===== config.mk =====
export PLATFORM = sky130hd
export DESIGN_NAME = bcd_addsub_serial_flat
export DESIGN_NICKNAME = d
export VERILOG_FILES = /design/src/rtl/bcd_addsub_serial_if.sv /design/src/rtl/bcd_addsub_serial.sv /design/src/flat_wrapper.sv
export SDC_FILE = /design/constraint.sdc
export NUM_CORES = 1
export LEC_CHECK = 0
export BUFFER_PORTS_ARGS = -buffer_cell sky130_fd_sc_hd__buf_2
export CORE_UTILIZATION = 57
export CTS_CLUSTER_SIZE = 14
export DETAILED_ROUTE_END_ITERATION = 10
export PLACE_DENSITY = 0.8
export SYNTH_ARGS = -nofsm -noshare
export SYNTH_HDL_FRONTEND = slang
export SYNTH_SLANG_ARGS = --single-unit
export TNS_END_PERCENT = 50

===== constraint.sdc =====
create_clock -name clk -period 4.2 [get_ports clk]
set_input_delay 0.63 -clock clk [delete_from_list [all_inputs] [get_ports clk]]
set_output_delay 0.63 -clock clk [all_outputs]
set_load 0.01 [all_outputs]

===== src/rtl/bcd_addsub_serial_if.sv =====
// Start/done handshake bundle for the digit-serial BCD adder/subtractor.
// master drives operands and start; slave returns ready/done and results.
interface bcd_addsub_serial_if #(
  parameter int DIGITS = 4
);
  logic                  start;
  logic                  mode;
  logic [4*DIGITS-1:0]   a;
  logic [4*DIGITS-1:0]   b;
  logic                  cin;
  logic                  ready;
  logic                  done;
  logic [4*DIGITS-1:0]   result;
  logic                  cout;
  logic                  neg;
  logic                  err;

  modport master (
    output start, mode, a, b, cin,
    input  ready, done, result, cout, neg, err
  );

  modport slave (
    input  start, mode, a, b, cin,
    output ready, done, result, cout, neg, err
  );
endinterface


===== src/rtl/bcd_addsub_serial.sv =====
// Digit-serial N-digit packed BCD add/subtract, sign-magnitude results.
// Ports: clk, rst_n (async low), bus (slave: start/mode/a/b/cin in; ready/done/result/cout/neg/err out).
module bcd_addsub_serial #(
  parameter int DIGITS = 4
) (
  input logic                clk,
  input logic                rst_n,
  bcd_addsub_serial_if.slave bus
);

  localparam int W  = 4 * DIGITS;
  localparam int CW = $clog2(DIGITS) + 1;

  typedef enum logic [1:0] {
    IDLE,
    PASS1,
    PASS2,
    DONE
  } state_t;

  state_t          state_q, state_d;
  logic [W-1:0]    a_q, a_d;
  logic [W-1:0]    b_q, b_d;
  logic [W-1:0]    t_q, t_d;
  logic            mode_q, mode_d;
  logic            c_q, c_d;
  logic            chk_q, chk_d;
  logic [CW-1:0]   cnt_q, cnt_d;
  logic [W-1:0]    res_q, res_d;
  logic            cout_q, cout_d;
  logic            neg_q, neg_d;
  logic            err_q, err_d;

  logic [3:0]      x, y, dig;
  logic [4:0]      sum;
  logic            cn;
  logic            last;
  logic [W-1:0]    t_sh;

  function automatic logic bad_digits(input logic [W-1:0] v);
    logic r;
    r = 1'b0;
    for (int i = 0; i < DIGITS; i++) begin
      if (v[4*i +: 4] > 4'd9) r = 1'b1;
    end
    return r;
  endfunction

  // One decimal digit slice shared by both passes.
  // PASS2 feeds the nines complement of T with zero addend; the +1 comes in via c.
  always_comb begin
    x = a_q[3:0];
    y = mode_q ? (4'd9 - b_q[3:0]) : b_q[3:0];
    if (state_q == PASS2) begin
      x = 4'd9 - t_q[3:0];
      y = 4'd0;
    end
    sum = {1'b0, x} + {1'b0, y} + {4'd0, c_q};
    if (sum > 5'd9) begin
      dig = sum[3:0] + 4'd6;
      cn  = 1'b1;
    end else begin
      dig = sum[3:0];
      cn  = 1'b0;
    end
    // New digit enters at the MSD end so the LSD ends up at bits [3:0].
    t_sh = (t_q >> 4) | (W'(dig) << (4 * (DIGITS - 1)));
    last = (cnt_q == CW'(DIGITS - 1));
  end

  always_comb begin
    state_d = state_q;
    a_d     = a_q;
    b_d     = b_q;
    t_d     = t_q;
    mode_d  = mode_q;
    c_d     = c_q;
    chk_d   = chk_q;
    cnt_d   = cnt_q;
    res_d   = res_q;
    cout_d  = cout_q;
    neg_d   = neg_q;
    err_d   = err_q;
    unique case (state_q)
      IDLE: begin
        if (bus.start) begin
          a_d     = bus.a;
          b_d     = bus.b;
          mode_d  = bus.mode;
          c_d     = bus.mode ? ~bus.cin : bus.cin;
          chk_d   = bad_digits(bus.a) | bad_digits(bus.b);
          t_d     = '0;
          cnt_d   = '0;
          state_d = PASS1;
        end
      end
      PASS1: begin
        a_d   = a_q >> 4;
        b_d   = b_q >> 4;
        t_d   = t_sh;
        c_d   = cn;
        cnt_d = cnt_q + CW'(1);
        if (last) begin
          cnt_d = '0;
          if (mode_q && !cn) begin
            // No final carry: T holds 10^N + D with D negative.
            c_d     = 1'b1;
            state_d = PASS2;
          end else begin
            state_d = DONE;
            res_d   = chk_q ? '0 : t_sh;
            cout_d  = ~chk_q & ~mode_q & cn;
            neg_d   = 1'b0;
            err_d   = chk_q;
          end
        end
      end
      PASS2: begin
        t_d   = t_sh;
        c_d   = cn;
        cnt_d = cnt_q + CW'(1);
        if (last) begin
          cnt_d   = '0;
          state_d = DONE;
          res_d   = chk_q ? '0 : t_sh;
          cout_d  = ~chk_q;
          neg_d   = ~chk_q;
          err_d   = chk_q;
        end
      end
      DONE: begin
        state_d = IDLE;
      end
      default: state_d = IDLE;
    endcase
  end

  always_ff @(posedge clk or negedge rst_n) begin
    if (!rst_n) begin
      state_q <= IDLE;
      a_q     <= '0;
      b_q     <= '0;
      t_q     <= '0;
      mode_q  <= 1'b0;
      c_q     <= 1'b0;
      chk_q   <= 1'b0;
      cnt_q   <= '0;
      res_q   <= '0;
      cout_q  <= 1'b0;
      neg_q   <= 1'b0;
      err_q   <= 1'b0;
    end else begin
      state_q <= state_d;
      a_q     <= a_d;
      b_q     <= b_d;
      t_q     <= t_d;
      mode_q  <= mode_d;
      c_q     <= c_d;
      chk_q   <= chk_d;
      cnt_q   <= cnt_d;
      res_q   <= res_d;
      cout_q  <= cout_d;
      neg_q   <= neg_d;
      err_q   <= err_d;
    end
  end

  assign bus.ready  = (state_q == IDLE);
  assign bus.done   = (state_q == DONE);
  assign bus.result = res_q;
  assign bus.cout   = cout_q;
  assign bus.neg    = neg_q;
  assign bus.err    = err_q;

endmodule

===== src/flat_wrapper.sv =====
// flat-port wrapper written by rule: the top's interface ports become plain ports
module bcd_addsub_serial_flat 
#(
  parameter int DIGITS = 4
)
  (clk, rst_n, bus_start, bus_mode, bus_a, bus_b, bus_cin, bus_ready, bus_done, bus_result, bus_cout, bus_neg, bus_err);
  bcd_addsub_serial_if #(.DIGITS(DIGITS)) bus_i ();
  input logic clk;
  input logic rst_n;
  input wire logic [$bits(bus_i.start)-1:0] bus_start;
  input wire logic [$bits(bus_i.mode)-1:0] bus_mode;
  input wire logic [$bits(bus_i.a)-1:0] bus_a;
  input wire logic [$bits(bus_i.b)-1:0] bus_b;
  input wire logic [$bits(bus_i.cin)-1:0] bus_cin;
  output wire logic [$bits(bus_i.ready)-1:0] bus_ready;
  output wire logic [$bits(bus_i.done)-1:0] bus_done;
  output wire logic [$bits(bus_i.result)-1:0] bus_result;
  output wire logic [$bits(bus_i.cout)-1:0] bus_cout;
  output wire logic [$bits(bus_i.neg)-1:0] bus_neg;
  output wire logic [$bits(bus_i.err)-1:0] bus_err;
  assign bus_i.start = bus_start;
  assign bus_i.mode = bus_mode;
  assign bus_i.a = bus_a;
  assign bus_i.b = bus_b;
  assign bus_i.cin = bus_cin;
  assign bus_ready = bus_i.ready;
  assign bus_done = bus_i.done;
  assign bus_result = bus_i.result;
  assign bus_cout = bus_i.cout;
  assign bus_neg = bus_i.neg;
  assign bus_err = bus_i.err;
  bcd_addsub_serial #(.DIGITS(DIGITS)) u_core (.clk(clk), .rst_n(rst_n), .bus(bus_i));
endmodule

# After elaboration in Yosys (flattened, before gate mapping)
# Cells that the tools add are included.
# word_totals
register_bits	75
in_bits	37
output_inout_bits	21
wordCells	108
# op_classes
addsub	6
order_cmp	9
eq_ne	8
muxes	52
n_bitwise	7
n_reduce_logical	14
# op_table
op	n
$pmux W16 S2	4
$mux W16	7
$gt A4 B4 Y1 const B	8
$mux W1	26
$mux W4	4
$or A12 B16 Y16	1
$pmux W2 S4	1
$reduce_and A2 Y1	4
$sub A4 B4 Y4 const A	2
$mux W2	3
$mux W3	2
$pmux W1 S2	3
$pmux W3 S2	1
$reduce_bool A2 Y1	3
$add A4 B4 Y5	1
$add A5 B1 Y5	1
$gt A5 B4 Y1 const B	1
$add A4 B3 Y4 const B	1
$eq A2 B2 Y1 const B	2
$ne A2 B1 Y1 const B	2
$ne A2 B2 Y1 const B	2
$reduce_and A4 Y1	1
$add A3 B1 Y3 const B	1
$eq A3 B2 Y1 const B	1
11 further kinds	14

# Logic depth before layout (Yosys ltp)
# Gate-level depths: netlist (run 1).
# depth
depth_word	12
ltp_mapped	18
depth_no_buf	15

# Least setup slack after synthesis (run 1)
# Ideal clock, no wire load.
# synth_timing
kind	register to register
startpoint	register u_core.state_q[0]
endpoint	register u_core.res_q[0] (netlist: u_core.bus.result[0])
setup_time_ns	0.125
t_arrival_ns	3.530
setup_slack_ns	0.544
stages_incl_launch_ff	18
cell_sequence	dfrtp_1 > inv_1 > ha_1 > clkbuf_1 > o21ai_0 > fa_1 > inv_1 > fa_1 > xor2_1 > inv_1 > ha_1 > nand2_1 > o31ai_1 > or3_1 > buf_6 > a21oi_4 > buf_12 > mux2_4
# synth_between
elab_chain_cells	10
# synth_lines
item	line_no	text
start: declaration	bcd_addsub_serial.sv:21	state_t state_q, state_d;
start signal: assignment	bcd_addsub_serial.sv:153	state_q <= state_d;
$eq A2 B2 Y1	bcd_addsub_serial.sv:54, bcd_addsub_serial.sv:84	
$mux W4	bcd_addsub_serial.sv:54	if (state_q == PASS2) begin
$add A4 B4 Y5	bcd_addsub_serial.sv:58	sum = {1'b0, x} + {1'b0, y} + {4'd0, c_q};
$add A5 B1 Y5	bcd_addsub_serial.sv:58	
$gt A5 B4 Y1	bcd_addsub_serial.sv:59	if (sum > 5'd9) begin
$mux W1	bcd_addsub_serial.sv:59	
$logic_not A1 Y1	bcd_addsub_serial.sv:105	if (mode_q && !cn) begin
$logic_and A1 B1 Y1	bcd_addsub_serial.sv:105	
$ne A2 B2 Y1 (no line)	-	
$reduce_and A4 Y1 (no line)	-	
end signal: assignment	bcd_addsub_serial.sv:161	res_q <= res_d;
end: declaration	bcd_addsub_serial.sv:29	logic [W-1:0] res_q, res_d;
# Several ways; a longest one is shown, not always the timed one.
# A chain may end at the register's enable or synchronous reset.

# Worst setup path after layout (run 1)
# layout_timing
startpoint	register u_core.state_q[0]
endpoint	register u_core.res_q[5] (netlist: u_core.bus.result[5])
# The elaborated chain is that of the path after synthesis.

==> run metrics, run 1 <==
total number of yosys warnings 0; worst-case register-to-register setup slack 0.38 ns; portion of the post-synthesis area used by sequential elements 0.492; CTS clock-pin slew for the worst setup and hold paths 0.08 ns; critical path data arrival time 4.06 ns; cell depth of the worst flop-to-flop path 16; core occupancy in the finished layout 0.689; total negative slack 0 ns; number of buffer cells added on primary ports 57; root buffer selected by CTS clkbuf_8; GRT Overall Usage 0.257; Via Count 2829; core region area 0.00642 mm²; final standard cell count with taps included and fillers excluded 493; Clock Latency Late Sink 0.36 ns; Vias per Instance 5.74; total of flip-flops plus latches after synthesis 75; worst reg2reg endpoint u_core.bus.result[5]$_DFFE_PN0P_; largest fanout on the critical path 16; number of primary I/O pins 58; number of iterations in the first detailed-routing pass 7; critical path capture point type register; max capacitance violation total 0; routed wire length per instance 16.3 µm; final hold violations 0; total number of H-tree levels 3; most repeated library cell on the critical path inv_1; worst hold path class in -> async; count of pins over their slew limit 0; crit path to u_core.bus.result[5]$_DFFE_PN0P_; total setup buffers inserted after CTS 0; vias in the first global route 2905; share of flip-flops with an asynchronous set or reset after synthesis 1.00; cell depth of the worst setup path 16; remaining antenna violation count 0; gate count of the mapped netlist 356; slew margin rel. 0.506; dpl hpwl 5.59 mm; Post-synth EDFFs 0; horizontal die dimension 83.8 µm; Max clock buf depth 2; largest incremental delay on the critical path 0.45 ns; clock skew after layout 0.0121 ns; launching point of the worst reg2reg path u_core.state_q[0]$_DFFE_PN0P_; critical path, cell by cell inv_1, ha_2, nand2_1, o21ai_1, fa_1, inv_1, fa_1, xor2_2, inv_1, ha_1, nand2_1, o31ai_1, or3_1, a21oi_4, buf_4, mux2_2; initial core utilization 0.594; Yosys cell types 43; floorplan row count 29; number of design rule violations left after detail routing 5; TritonCTS clock tree built; type of element launching the critical path register; min cycle time layout 3.82 ns; total length of routed wires 8.02 mm; count of clock tree sinks 75; # diodes 0; Setup Viol. Count Final 0; wire length of the first global-routing pass 13.9 mm; GRT Residual Overflow 0; pin slew with the least headroom to its limit 0.738 ns; Final Cycle Share 0.910; area of the die 0.00703 mm²; maximum number of pins on one net before global-route repair 49; cell family with most CP delay adder cells; number of buffers added by the clock tree synthesis step 9; net count of the finished layout 463; Inst Count DP 477; dominant register cell in the synthesized netlist dfrtp_1; number of antenna violations at the first check in global routing 0; critical path required time 4.44 ns; floorplan die height 83.8 µm; slowest CP cell dfrtp_1; Synth Net Count 408; synthesis-to-finish area growth 15.9%; peak clock frequency supported by timing 262 MHz; launch point of the worst path u_core.state_q[0]$_DFFE_PN0P_; combined area of all synthesized cells 0.00382 mm²; global placer's final weighted congestion 0.843; failing checks DRC; share of post-route cells with drive strength above 1 0.257; Avg Inst Size Synth 10.7 µm²; DR iter-0 viols 177; start-to-end type of the worst setup path reg -> reg; setup repair after global routing missed its margin no; worst path buffer plus inverter count 4; run status finished, violations left
[cells in the mapped netlist, types with 3 or more instances]
master	number	area share
dfrtp_1	75	0.49
nand3_1	3	0.0039
a32o_1	5	0.013
ha_1	13	0.043
mux2i_1	26	0.068
o21ai_0	51	0.067
a21oi_1	6	0.0079
nor2b_1	14	0.023
a22o_1	12	0.028
nand2b_1	4	0.0066
xor2_1	3	0.0069
o31ai_1	3	0.0059
clkbuf_1	15	0.015
mux2_4	9	0.035
mux2_2	10	0.030
a22oi_1	8	0.016
nand2_1	44	0.043
inv_1	14	0.014
nor2_1	9	0.0089
nor3_1	4	0.0052
[cells in the final DEF, fill, tap and decap left out, types with 2 or more instances in the layout]
master,n
a21o_2,2
a21oi_1,5
a22o_1,12
a22oi_1,8
a32o_1,5
and2_1,2
buf_2,57
buf_4,6
bufinv_16,3
clkbuf_8,12
dfrtp_1,75
fa_1,2
ha_1,11
ha_2,2
inv_1,14
mux2_2,10
mux2_4,9
mux2i_1,26
nand2_1,44
nand2b_1,4
nand3_1,3
nand4_1,2
nor2_1,9
nor2b_1,14
nor3_1,4
o21ai_0,50
o31ai_1,3
xnor2_1,2
xor2_1,2
[layout make-up]
class                   count  area [µm²]
well taps                  77        96.3
clock buffers              12         165
inverters                  14        52.6
repair buffers             63         330
flip-flops and latches     75        1880
multi-input cells         248        1810
clock inverters             4        95.1
fillers                   497        2000
[state kept, by name, indices dropped and copies added (netlist names), 2 cells and up]
register / cells
u_core.b_q: 16
u_core.t_q: 16
u_core.state_q: 2
u_core.bus.result: 16
u_core.a_q: 16
u_core.cnt_q: 3
[layer usage]
metal,vias up,GRT usage,wire [µm]
met5,-,0,0
met4,0,0.116,147
met3,11,0.0593,346
met2,73,0.377,3640
met1,1372,0.364,3890
li1,1373,-,-
[per-stage QoR]
stage | setup WS [ns] | hold WS [ns] | area, µm²
2_1_floorplan | 0.544 | 0.334 | 3820
3_3_place_gp | 0.471 | 0.461 | 4150
3_5_place_dp | 0.224 | 0.468 | 4150
4_1_cts | 0.215 | 0.350 | 4410
5_1_grt | 0.0487 | 0.392 | 4420
6_report | 0.380 | 0.327 | 4420
[worst min-delay path by stage]
stage                                   to
2_1_floorplan    u_core.a_q[0]$_DFFE_PN0P_
3_3_place_gp   u_core.cnt_q[2]$_DFFE_PN0P_
3_5_place_dp   u_core.cnt_q[2]$_DFFE_PN0P_
4_1_cts         u_core.a_q[15]$_DFFE_PN0P_
5_1_grt          u_core.b_q[6]$_DFFE_PN0P_
6_report        u_core.a_q[15]$_DFFE_PN0P_
[timing repair]
action                     in CTS  in global routing
setup endpoints to repair       0                 15
resized for setup               0                  3
hold buffers                    0                  0
[cells by family (layout without fill, tap and decap cells)]
| family | after synthesis | after routing | synth area share |
|---|---|---|---|
| xor+xnor | 5 | 5 | 0.0115 |
| compound gates | 97 | 97 | 0.165 |
| fa+ha+maj | 15 | 15 | 0.0531 |
| buf+inv | 33 | 93 | 0.0390 |
| flops | 75 | 75 | 0.492 |
| mux | 45 | 45 | 0.133 |
| simple gates | 86 | 86 | 0.106 |
Power of run 1 is not shown: default switching activity piles up to over one toggle a cycle in this logic, so the estimate is an artifact.
==> inputs of run 2 (changes only) <==
==> constraint.sdc (replaced) <==
create_clock -name clk -period 4.2 [get_ports clk]
set_input_delay 0 -clock clk [delete_from_list [all_inputs] [get_ports clk]]
set_output_delay 0 -clock clk [all_outputs]
set_load 0.01 [all_outputs]
==> run metrics, run 2 (same netlist as run 1, synthesis figures left out) <==
run status finished, violations left; failing checks DRC; GRT Residual Overflow 0 (unchanged); final hold violations 0 (unchanged); Max clock buf depth 2 (unchanged); count of pins over their slew limit 0 (unchanged); Min-Delay Startpoint bus_cin; launching point of the worst reg2reg path u_core.state_q[0]$_DFFE_PN0P_; Setup Viol. Count Final 0 (unchanged); worst reg2reg endpoint u_core.bus.result[8]$_DFFE_PN0P_; horizontal die dimension 83.8 µm (unchanged); net count of the finished layout 496 (+7.1%); commonest non-fill, non-tap cell in the layout dfrtp_1; wire length of the first global-routing pass 14.1 mm (+1.3%); total length of routed wires 8.30 mm (+3.5%); pin slew with the least headroom to its limit 0.968 ns (+0.230 ns); number of antenna violations at the first check in global routing 0 (unchanged); core region area 0.00642 mm² (unchanged); number of iterations in the first detailed-routing pass 7 (unchanged); total number of H-tree levels 3 (unchanged); cell depth of the worst flop-to-flop path 16 (unchanged); GRT Overall Usage 0.256 (-0.000970); slew margin rel. 0.355 (-0.151); largest fanout on the critical path 16 (unchanged); share of post-route cells with drive strength above 1 0.234 (-0.0234); count of clock tree sinks 75 (unchanged); type of element launching the critical path register; TritonCTS clock tree built; Hold Path End u_core.c_q$_DFFE_PN0P_; peak clock frequency supported by timing 258 MHz (-1.5%); # diodes 0 (unchanged); synthesis-to-finish area growth 22.0%; Vias per Instance 5.64 (-1.6%); start-to-end type of the worst setup path reg -> reg; CTS clock-pin slew for the worst setup and hold paths 0.08 ns (about the same); Final Cycle Share 0.923 (+0.0134); worst supply voltage drop on vdd 0.000551 V; post-place instance area 0.00415 mm² (-0.18%); worst-case register-to-register setup slack 0.32 ns (-0.06 ns); number of buffer cells added on primary ports 57 (unchanged); worst hold path cell count 4; routed wire length per instance 15.8 µm (-3.0%); maximum number of pins on one net before global-route repair 45 (-8.2%); number of design rule violations left after detail routing 4 (-1); critical path capture point type register; Finished Cell Area 0.00466 mm² (+5.3%); most frequent cells in the layout 75 x dfrtp_1, 57 x buf_2, 50 x o21ai_0; DR iter-0 viols 183 (+3.4%); power density over the cells 920 mW/mm²; total negative slack 0 ns (unchanged); Via Count 2969 (+4.9%); critical path required time 4.44 ns (about the same); floorplan row count 29 (unchanged); area of the die 0.00703 mm² (unchanged); min cycle time layout 3.88 ns (+0.0565 ns); clock skew after layout 0.0109 ns (-0.00118 ns); floorplan die height 83.8 µm (unchanged); global placer's final weighted congestion 0.841 (-0.13%); critical path data arrival time 4.12 ns (+0.06 ns); final-layout worst hold slack 0.0637 ns (-0.263 ns); total setup buffers inserted after CTS 0 (unchanged); leakage power summed over all cells 2.21 nW; Clock Latency Late Sink 0.35 ns (about the same); dpl hpwl 5.50 mm (-1.5%); remaining antenna violation count 0 (unchanged); initial core utilization 0.594 (unchanged); root buffer selected by CTS clkbuf_8; number of buffers added by the clock tree synthesis step 9 (unchanged); vias in the first global route 3018 (+3.9%); worst hold path class in -> reg; number of primary I/O pins 58 (unchanged); max capacitance violation total 0 (unchanged); setup repair after global routing missed its margin no
-- run 2: cell types whose count changed in the layout (fill, tap and decap cells not counted), moves of 2 or more --
| cell | previous run | this run |
|---|---|---|
| dlygate4sd3_1 | 0 | 34 |
| clkinv_2 | 1 | 4 |
| clkbuf_8 | 12 | 9 |
| bufinv_16 | 3 | 0 |
| clkinv_4 | 0 | 2 |
-- run 2: power by group --
part           switching (W)  total [W]  internal, W
Combinational        0.00141    0.00251      0.00110
Clock               0.000270   0.000482     0.000212
Sequential          0.000243    0.00130      0.00106
-- run 2: what timing repair did --
action / 4_1_cts / 5_1_grt
setup endpoints to repair: 0 / 15
hold buffers: 34 / 0
resized for setup: 0 / 2
hold endpoints to repair: 76 / 0
-- run 2: per-layer routing --
| layer | GRT usage | up-vias | share of wire |
|---|---|---|---|
| li1 | - | 1435 | - |
| met1 | 0.345 | 1443 | 0.46 |
| met2 | 0.411 | 80 | 0.48 |
| met3 | 0.0593 | 11 | 0.046 |
| met4 | 0.0831 | 0 | 0.015 |
| met5 | 0 | - | 0 |
-- run 2: critical path, stage by stage, from the launching register on --
cell and delay, ns:
dfrtp_1 0.45, inv_1 0.15, ha_2 0.30, nand2_1 0.07, o21ai_1 0.12, fa_1 0.21
inv_1 0.05, fa_1 0.40, xor2_1 0.29, inv_1 0.10, ha_1 0.23, nand2_1 0.06
o31ai_1 0.08, or3_1 0.43, a21oi_4 0.15, buf_4 0.28, mux2_2 0.37
-- run 2: worst max-delay path by stage --
| stage | start | depth (start not counted) | end | slack [ns] |
|---|---|---|---|---|
| floorplan | u_core.state_q[0]$_DFFE_PN0P_ | 17 | u_core.bus.result[0]$_DFFE_PN0P_ | 0.54 |
| global placement | u_core.state_q[0]$_DFFE_PN0P_ | 15 | u_core.bus.result[7]$_DFFE_PN0P_ | 0.48 |
| detailed placement | u_core.state_q[0]$_DFFE_PN0P_ | 15 | u_core.bus.result[8]$_DFFE_PN0P_ | 0.26 |
| CTS | u_core.state_q[0]$_DFFE_PN0P_ | 15 | u_core.bus.result[8]$_DFFE_PN0P_ | 0.25 |
| global route | u_core.state_q[0]$_DFFE_PN0P_ | 16 | u_core.bus.result[8]$_DFFE_PN0P_ | 0.05 |
| finish | u_core.state_q[0]$_DFFE_PN0P_ | 16 | u_core.bus.result[8]$_DFFE_PN0P_ | 0.32 |
-- run 2: cell type report --
class | instances | area (µm²)
Inverter | 14 | 52.6
Sequential cell | 75 | 1880
Clock inverter | 7 | 45.0
Fill cell | 453 | 1770
Tap cell | 77 | 96.3
Timing Repair Buffer | 96 | 663
Multi-Input combinational cell | 248 | 1800
Clock buffer | 9 | 124
-- run 2: metrics by stage --
stage          worst slack, ns   util  instances  power [W]
5_1_grt                 0.0511  0.725        526    0.00462
4_1_cts                  0.246  0.725        526    0.00426
6_report                 0.323  0.725        526    0.00429
2_1_floorplan            0.544      -        356    0.00325
3_3_place_gp             0.476  0.645        476    0.00363
3_5_place_dp             0.261  0.645        476    0.00375
(Power assumes the default switching activity.)
==> inputs of run 3 (changes only) <==
CAP_MARGIN = 0   (was default)
CELL_PAD_IN_SITES_DETAIL_PLACEMENT = 1   (was default)
CELL_PAD_IN_SITES_GLOBAL_PLACEMENT = 2   (was default)
CORE_UTILIZATION = 37   (was 57)
PLACE_DENSITY = default   (was 0.8)
PLACE_DENSITY_LB_ADDON = 0.1   (was default)
==> run metrics, run 3 (same netlist as run 1, synthesis figures left out) <==
core occupancy in the finished layout 0.481 (-0.244); max capacitance violation total 0 (unchanged); post-placement worst setup slack 0.289 ns (+0.0280 ns); power density over the cells 949 mW/mm² (+3.1%); number of antenna violations at the first check in global routing 0 (unchanged); Via Count 2936 (-1.1%); worst path buffer plus inverter count 4 (unchanged); worst supply voltage drop on vdd 0.000563 V (+2.3%); run status finished, violations left; floorplan die height 104 µm (+24%); worst hold path class in -> reg; synthesis-to-finish area growth 24.4%; routed wire length per instance 16.2 µm (+2.9%); clock skew after layout 0.0130 ns (+0.00206 ns); total number of H-tree levels 3 (unchanged); horizontal die dimension 104 µm (+24%); critical path required time 4.43 ns (about the same); Vias per Instance 5.09 (-9.9%); number of primary I/O pins 58 (unchanged); CTS clock-pin slew for the worst setup and hold paths 0.08 ns (about the same); number of buffer cells added on primary ports 57 (unchanged); number of iterations in the first detailed-routing pass 4 (-3); DR iter-0 viols 75 (-59%); GRT Residual Overflow 0 (unchanged); core region area 0.00986 mm² (+54%); Finished Cell Area 0.00475 mm² (+1.9%); floorplan row count 36 (+24%); cell family with most CP delay adder cells; setup repair after global routing missed its margin no; area of the die 0.0107 mm² (+53%); post-place instance area 0.00423 mm² (+2.1%); Max clock buf depth 2 (unchanged); net count of the finished layout 491 (-1.0%); peak clock frequency supported by timing 259 MHz (+0.47%); final hold violations 1 (+1); share of post-route cells with drive strength above 1 0.232 (-0.00187); area of combinational cells with multiple inputs 0.00180 mm² (-0.14%); pin slew with the least headroom to its limit 0.966 ns (-0.00240 ns); commonest non-fill, non-tap cell in the layout dfrtp_1; total setup buffers inserted after CTS 0 (unchanged); Clock Latency Late Sink 0.34 ns (about the same); most repeated library cell on the critical path inv_1; initial core utilization 0.387 (-0.207); least setup slack across all paths after layout 0.342 ns (+0.0183 ns); root buffer selected by CTS clkbuf_8; final-layout worst hold slack -0.00408 ns (-0.0678 ns); Setup Viol. Count Final 0 (unchanged); TritonCTS clock tree built; critical path, cell by cell inv_1, ha_1, nand2_1, o21ai_1, fa_1, inv_1, fa_1, xor2_1, inv_1, ha_1, nand2_1, o31ai_1, or3_1, a21oi_4, buf_12, mux2_2; footprint of the flip-flops and latches 0.00188 mm² (unchanged); most frequent cells in the layout 75 x dfrtp_1, 56 x buf_2, 50 x o21ai_0; total negative slack 0 ns (unchanged); count of pins over their slew limit 0 (unchanged); critical path capture point type register; total length of routed wires 9.36 mm (+13%); min cycle time layout 3.86 ns (-0.0183 ns); remaining antenna violation count 0 (unchanged); wire length of the first global-routing pass 16.2 mm (+15%); type of element launching the critical path register; GRT Overall Usage 0.189 (-0.0663); Final Cycle Share 0.919 (-0.00435); global placer's final weighted congestion 0.729 (-13%); critical path data arrival time 4.08 ns (-0.04 ns); start-to-end type of the worst setup path reg -> reg; largest incremental delay on the critical path 0.44 ns (about the same); largest fanout on the critical path 14 (-2); number of buffers added by the clock tree synthesis step 9 (unchanged); slowest CP cell dfrtp_1; # diodes 0 (unchanged); vias in the first global route 3169 (+5.0%); failing checks hold timing; maximum number of pins on one net before global-route repair 76 (+69%); count of clock tree sinks 75 (unchanged); count of filler cells inserted in the layout 1092 (+140%); slew margin rel. 0.356 (+0.00160); dpl hpwl 6.40 mm (+16%); number of design rule violations left after detail routing 0 (-4); leakage power summed over all cells 2.22 nW (+0.31%)
## run 3: cell types whose count changed in the layout (fill, tap and decap cells not counted), sizes merged
cell,before,now
bufinv,0,2
clkbuf,9,11
clkinv,6,1
dlygate4sd3,34,29
inv,14,15
## run 3: report_power, final
part           leakage (nW)  switching (W)  internal (W)  total (W)
logic                  1.15        0.00144       0.00112    0.00257
clock network         0.110       0.000282      0.000355   0.000636
registers             0.959       0.000247       0.00105    0.00130
total                  2.22        0.00197       0.00253    0.00451
## run 3: what timing repair did
item | CTS | global route
hold buffers | 29 | 0
gates resized for setup | 0 | 1
hold endpoints to repair | 103 | 0
setup endpoints to repair | 0 | 5
## run 3: stage by stage
step | hold WS (ns) | cells | power [W]
after floorplan | -0.296 | 356 | 0.00325
after CTS | 0.00325 | 577 | 0.00456
after detailed placement | 0.219 | 532 | 0.00387
after global placement | 0.222 | 532 | 0.00380
final | -0.00408 | 577 | 0.00451
after global routing | 0.0229 | 577 | 0.00495
## run 3: tightest hold or removal path: cells and delay by family
family | cells | cell delay (ns)
buf+inv | 1 | 0.09
compound gates | 1 | 0.13
mux | 1 | 0.07
## run 3: cell type report
class,instances,area share
well taps,133,0.0351
inverters,14,0.0111
clock inverters,5,0.0179
multi-input cells,248,0.378
clock buffers,11,0.0298
repair buffers,91,0.132
flip-flops and latches,75,0.395
## run 3: worst paths after layout
| kind | from | to | slack, ns | cells past startpoint |
|---|---|---|---|---|
| setup / recovery | u_core.state_q[0]$_DFFE_PN0P_ | u_core.bus.result[5]$_DFFE_PN0P_ | 0.34 | 16 |
| hold reg to reg | u_core.a_q[8]$_DFFE_PN0P_ | u_core.a_q[8]$_DFFE_PN0P_ | 0.48 | 2 |
| max in group asynchronous | rst_n | u_core.cnt_q[0]$_DFFE_PN0P_ | 3.22 | 2 |
| setup reg to reg | u_core.state_q[0]$_DFFE_PN0P_ | u_core.bus.result[5]$_DFFE_PN0P_ | 0.34 | 16 |
| hold / removal | bus_b[2] | u_core.b_q[2]$_DFFE_PN0P_ | -0.004 | 3 |
| min in group asynchronous | rst_n | u_core.a_q[7]$_DFFE_PN0P_ | 0.35 | 2 |
## run 3: routing by layer
layer  up-vias  global-route usage  wire length (µm)
met5         -                   0                 0
met4         0              0.0528               116
met3        10              0.0283               238
met2        44               0.306              4360
met1      1456               0.264              4640
li1       1426                   -                 -
